==> src/rtl/cv32e40p_alu_fault_manager.sv <==
// Fault manager for a triplicated ALU: counts qualified voter disagreements per replica
// and steps HEALTHY -> DEGRADED (spare swapped in) -> FAILED as counters hit THRESHOLD.
module cv32e40p_alu_fault_manager #(
    parameter int unsigned THRESHOLD = 4,
    parameter int unsigned CNT_W     = 16
) (
    input  logic             clk,
    input  logic             rst,
    input  logic             enable_i,
    input  logic             ex_ready_i,
    input  logic [2:0]       err_a_i,
    input  logic [2:0]       err_b_i,
    input  logic [2:0]       err_c_i,
    input  logic             clear_i,
    output logic [1:0]       spare_sel_o,
    output logic [1:0]       state_o,
    output logic             alarm_o,
    output logic             fault_evt_o,
    output logic [CNT_W-1:0] cnt_a_o,
    output logic [CNT_W-1:0] cnt_b_o,
    output logic [CNT_W-1:0] cnt_c_o
);

    typedef enum logic [1:0] {
        ST_HEALTHY  = 2'd0,
        ST_DEGRADED = 2'd1,
        ST_FAILED   = 2'd2,
        ST_ILLEGAL  = 2'd3
    } state_e;

    localparam logic [CNT_W-1:0] TH = CNT_W'(THRESHOLD);

    state_e                       r_state;
    logic [1:0]                   r_spare;
    logic                         r_alarm;
    logic                         r_evt;
    logic [2:0][CNT_W-1:0]        r_cnt;

    logic [2:0][2:0]              w_err;
    logic [2:0]                   w_hit;
    logic [2:0]                   w_at_th;
    logic [2:0][CNT_W-1:0]        w_cnt_inc;
    logic                         w_any_th;
    logic                         w_multi_th;
    logic [1:0]                   w_th_idx;

    assign w_err = {err_c_i, err_b_i, err_a_i};

    // Saturating per-replica counters; a stalled EX stage never counts.
    for (genvar g = 0; g < 3; g++) begin : g_rep
        assign w_hit[g]     = enable_i & ex_ready_i & (|w_err[g]);
        assign w_at_th[g]   = (r_cnt[g] == TH);
        assign w_cnt_inc[g] = (w_hit[g] && !w_at_th[g]) ? r_cnt[g] + 1'b1 : r_cnt[g];
    end

    assign w_any_th   = |w_at_th;
    assign w_multi_th = (w_at_th[0] & w_at_th[1]) | (w_at_th[0] & w_at_th[2]) |
                        (w_at_th[1] & w_at_th[2]);

    always_comb begin
        w_th_idx = 2'd0;
        if (w_at_th[0])      w_th_idx = 2'd1;
        else if (w_at_th[1]) w_th_idx = 2'd2;
        else if (w_at_th[2]) w_th_idx = 2'd3;
    end

    // Decisions use the registered counters, so a transition lands one edge after
    // the counter reaches THRESHOLD.
    always_ff @(posedge clk or posedge rst) begin
        if (rst) begin
            r_state <= ST_HEALTHY;
            r_spare <= 2'd0;
            r_alarm <= 1'b0;
            r_evt   <= 1'b0;
            r_cnt   <= '0;
        end else begin
            r_evt <= 1'b0;
            if (clear_i) begin
                r_state <= ST_HEALTHY;
                r_spare <= 2'd0;
                r_alarm <= 1'b0;
                r_cnt   <= '0;
                r_evt   <= (r_state != ST_HEALTHY);
            end else begin
                case (r_state)
                    ST_HEALTHY: begin
                        if (w_multi_th) begin
                            r_state <= ST_FAILED;
                            r_spare <= 2'd0;
                            r_alarm <= 1'b1;
                            r_evt   <= 1'b1;
                            r_cnt   <= w_cnt_inc;
                        end else if (w_any_th) begin
                            r_state <= ST_DEGRADED;
                            r_spare <= w_th_idx;
                            r_evt   <= 1'b1;
                            r_cnt   <= '0;
                        end else begin
                            r_cnt   <= w_cnt_inc;
                        end
                    end
                    ST_DEGRADED: begin
                        r_cnt <= w_cnt_inc;
                        if (w_any_th) begin
                            r_state <= ST_FAILED;
                            r_alarm <= 1'b1;
                            r_evt   <= 1'b1;
                        end
                    end
                    ST_FAILED: begin
                        r_alarm <= 1'b1;
                    end
                    default: begin
                        r_state <= ST_FAILED;
                        r_alarm <= 1'b1;
                        r_evt   <= 1'b1;
                    end
                endcase
            end
        end
    end

    assign state_o     = r_state;
    assign spare_sel_o = r_spare;
    assign alarm_o     = r_alarm;
    assign fault_evt_o = r_evt;
    assign cnt_a_o     = r_cnt[0];
    assign cnt_b_o     = r_cnt[1];
    assign cnt_c_o     = r_cnt[2];

endmodule

==> config.mk <==
export PLATFORM = sky130hd
export DESIGN_NAME = cv32e40p_alu_fault_manager
export DESIGN_NICKNAME = d
export VERILOG_FILES = /design/src/rtl/cv32e40p_alu_fault_manager.sv
export SDC_FILE = /design/constraint.sdc
export NUM_CORES = 1
export LEC_CHECK = 0
export ABC_AREA = 1
export BUFFER_PORTS_ARGS = -buffer_cell sky130_fd_sc_hd__buf_2
export CAP_MARGIN = 25
export CELL_PAD_IN_SITES_DETAIL_PLACEMENT = 0
export CELL_PAD_IN_SITES_GLOBAL_PLACEMENT = 1
export CORE_MARGIN = 8
export CORE_UTILIZATION = 29
export CTS_CLUSTER_SIZE = 40
export DETAILED_ROUTE_END_ITERATION = 8
export PLACE_DENSITY = 0.7
export SYNTH_ARGS = -nofsm -noshare
export SYNTH_HDL_FRONTEND = slang
export SYNTH_SLANG_ARGS = --single-unit
==> constraint.sdc <==
create_clock -name clk -period 2.3 [get_ports clk]
set_input_delay 0.23 -clock clk [delete_from_list [all_inputs] [get_ports clk]]
set_output_delay 0.23 -clock clk [all_outputs]
set_load 0.05 [all_outputs]
==> summary.md <==
| Metric | Value |
|---|---|
| # DRC | `0` |
| Outcome | `complete, no violations` |
| Max Freq | `504 MHz` |
| Layout Utilization | `0.360` |
| Starting Density | `0.298` |
| Count leader, synth | `nor2_1` |
| Synth Instances | `502` |
| Post-synth top area share | `0.396` |
| Max-cap violations | `0` |
| Die height | `124 um` |
| Endpoint type of the worst setup path | `flip-flop` |
| Area contributors post-synth | `dfrtp_1 (40%), nor2_1 (15%), nand2_1 (11%)` |
| Post-route setup slack | `0.317 ns` |
| Postcts setup bufs | `0` |
| Post-route clock period utilization | `0.862` |
| Primary FF master, synth | `dfrtp_1` |
| Synth Area in Simple Gates | `0.377` |
| Synth warn | `0` |
| Vias in the first global route | `3476` |
| Reg2Reg Setup Slack | `0.32 ns` |
| Arrival @ worst endpoint | `2.19 ns` |
| Largest net degree at the start of global routing | `43` |
| Clock root buffer | `clkbuf_16` |
| Final Critical Period | `1.98 ns` |
| Required @ worst endpoint | `2.51 ns` |
| Port Buffers | `67` |
| RSZ-0062 raised after global routing | `false` |
| Largest family of logic cells by synthesized area | `simple AND/OR/NAND/NOR gates` |
| Power Density | `580 mW/mm^2` |
| Grt total ovfl | `0` |
| Reg2Reg Depth | `10` |
| Layout Nets | `598` |
| Post-route ant nets | `0` |
| Critical path class | `flip-flop to flip-flop` |
| TritonCTS clock tree | `done` |
| Sequential share of the synthesized area | `0.396` |
| Endpoints failing hold | `0` |
| Clock-pin transition on the worst setup and hold timing paths | `0.07 ns` |
| Worst skew pair latency | `0.30 ns` |
| 1st-pass router iterations | `4` |
| Mean post-synth cell area | `6.80 sq um` |
| GP Congestion | `0.819` |
| Synth async-reset ratio | `1.00` |
| Slew @ Worst Pin | `0.532 ns` |
| # placed instances | `713` |
| Post-Synth Adder-Cell Area | `0.0220` |
| Initial antenna violation count | `0` |
| Num rows | `39` |
| N_diodes | `0` |
| Cell area after synthesis | `0.00341 sq mm` |
| Share of layout cells above drive strength 1 | `0.161` |
| Crit path launch type | `flip-flop` |
| Final TNS setup | `0 ns` |
| DR vias | `3370` |
| Worst Setup SP | `cnt_b_o[0]` |
| Design Power | `2.39 mW` |
| H-tree depth | `2` |
| Post-Layout Cell Count | `722` |
| Multi-input logic area | `0.00174 sq mm` |
| Largest area contributor in the netlist | `dfrtp_1` |
| Mux contribution to synthesized area | `0` |
| Worst r2r src | `cnt_b_o[0]` |
| Num ports | `68` |
| Syn_nets | `522` |
| Detailed Route WL | `10000 um` |
| Total core area | `0.0115 sq mm` |
| Synth Area in Compound Gates | `0.0557` |
| Area Overhead vs Synth | `20.9%` |
| End of the critical path | `spare_sel_o[0]` |
| FF/Latch Area | `0.00135 sq mm` |
| EDFF count, synth | `0` |
| Max_slew headroom | `0.645` |
| Clock sink count | `54` |
| Total CTS buffers | `5` |
| Worst hold stages | `2` |
| Clk_skew | `0.00839 ns` |
| R2r endpoint | `spare_sel_o[0]` |
| Post-DP HPWL | `7720 um` |
| Cell variety after synth | `26` |
| Lkg Pwr | `2.16 nW` |
| # fillers | `1263` |
| Wire per inst | `13.9 um` |
| Die Wd | `124 um` |
| Final Slew Violations | `0` |
| Hold Crit Class | `input pin to flip-flop` |
| Yosys reg bits | `54` |
| Setup-failing EPs final | `0` |
| All-Layer GR Usage | `0.131` |
| First-iteration detailed-routing DRC count | `171` |
| Pre-CTS WS | `0.217 ns` |
| Vias per cell | `4.67` |
| CP max FO | `5` |
| Top post-synthesis cells by count | `nor2_1 (134), nand2_1 (99), inv_1 (72)` |
| First-pass GRT wire length | `17200 um` |
| Max VDD drop | `0.307 mV` |
| Synth Area in XOR/XNOR | `0.0513` |
| Die footprint | `0.0155 sq mm` |
| CTS Buffer Depth | `2` |
[logic make-up after synthesis]
group | count (synthesis)
compound gates | 34
xor+xnor | 20
fa+ha+maj | 6
buf+inv | 81
flops | 54
simple gates | 307
[metrics by stage]
step / area (sq um) / hold WS, ns
2_1_floorplan: 3410 / 0.293
3_5_place_dp: 3940 / 0.309
5_1_grt: 4130 / 0.192
3_3_place_gp: 3940 / 0.299
6_report: 4130 / 0.181
4_1_cts: 4110 / 0.179
[worst max-delay path: stages, from the launching register on]
cell     delay, ns
dfrtp_1       0.40
inv_1         0.09
ha_1          0.18
nand3_1       0.09
nor2_1        0.14
nand2_1       0.15
nand2_1       0.12
nor2_1        0.07
o21ai_0       0.36
nand3_1       0.17
o21ai_0       0.12
[final cells by class]
cell class | count | area share
Timing Repair Buffer | 75 | 0.0995
Clock buffer | 7 | 0.0322
Inverter | 75 | 0.0682
Tap cell | 143 | 0.0434
Clock inverter | 1 | 0.00728
Multi-Input combinational cell | 367 | 0.422
Sequential cell | 54 | 0.328
[per-layer routing]
layer / vias to the layer above / global-route usage / wire [um]
met5: - / 0 / 0
met4: 0 / 0.0312 / 110
met3: 7 / 0.0213 / 309
met2: 69 / 0.224 / 4730
met1: 1575 / 0.167 / 4880
li1: 1719 / - / -
[registers in the layout (all words and copies together), names as in the netlist]
register / count
state_o: 2
cnt_a_o: 16
cnt_c_o: 16
spare_sel_o: 2
cnt_b_o: 16
fault_evt_o: 1
alarm_o: 1
[placed cells by master, fill, tap and decap left out, drive strengths merged]
master and count:
dfrtp 54, nand2 102, o22ai 1, nand4 11, a21oi 6, ha 6
clkbuf 7, nor3 13, and2 1, inv 75, xnor2 1, dlygate4sd3 1
buf 74, nand3 44, a31oi 3, bufinv 1, xor2 19, o21bai 3
o21ai 21, nor2 136
[what timing repair did]
action                                  4_1_cts  5_1_grt
hold buffers                                  1        0
endpoints found under the hold margin        22        0
endpoints found under the setup margin        0        6
gates resized for setup                       0        2
[where the power goes]
part / total (mW) / switching, mW / internal, mW / leakage [nW]
sequential: 1.02 / 0.0336 / 0.988 / 0.746
combinational: 0.503 / 0.377 / 0.125 / 1.33
clock: 0.870 / 0.353 / 0.516 / 0.0781
total: 2.39 / 0.764 / 1.63 / 2.16
[worst min path at each step]
| stage | from | to | slack, ns |
|---|---|---|---|
| 6_report | clear_i | alarm_o | 0.18 |
| 5_1_grt | clear_i | alarm_o | 0.19 |
| 4_1_cts | clear_i | alarm_o | 0.18 |
| 3_5_place_dp | rst | cnt_c_o[2] | 0.31 |
| 3_3_place_gp | rst | cnt_c_o[2] | 0.30 |
| 2_1_floorplan | clear_i | alarm_o | 0.29 |
No activity file was read; power rests on OpenSTA's default activity.
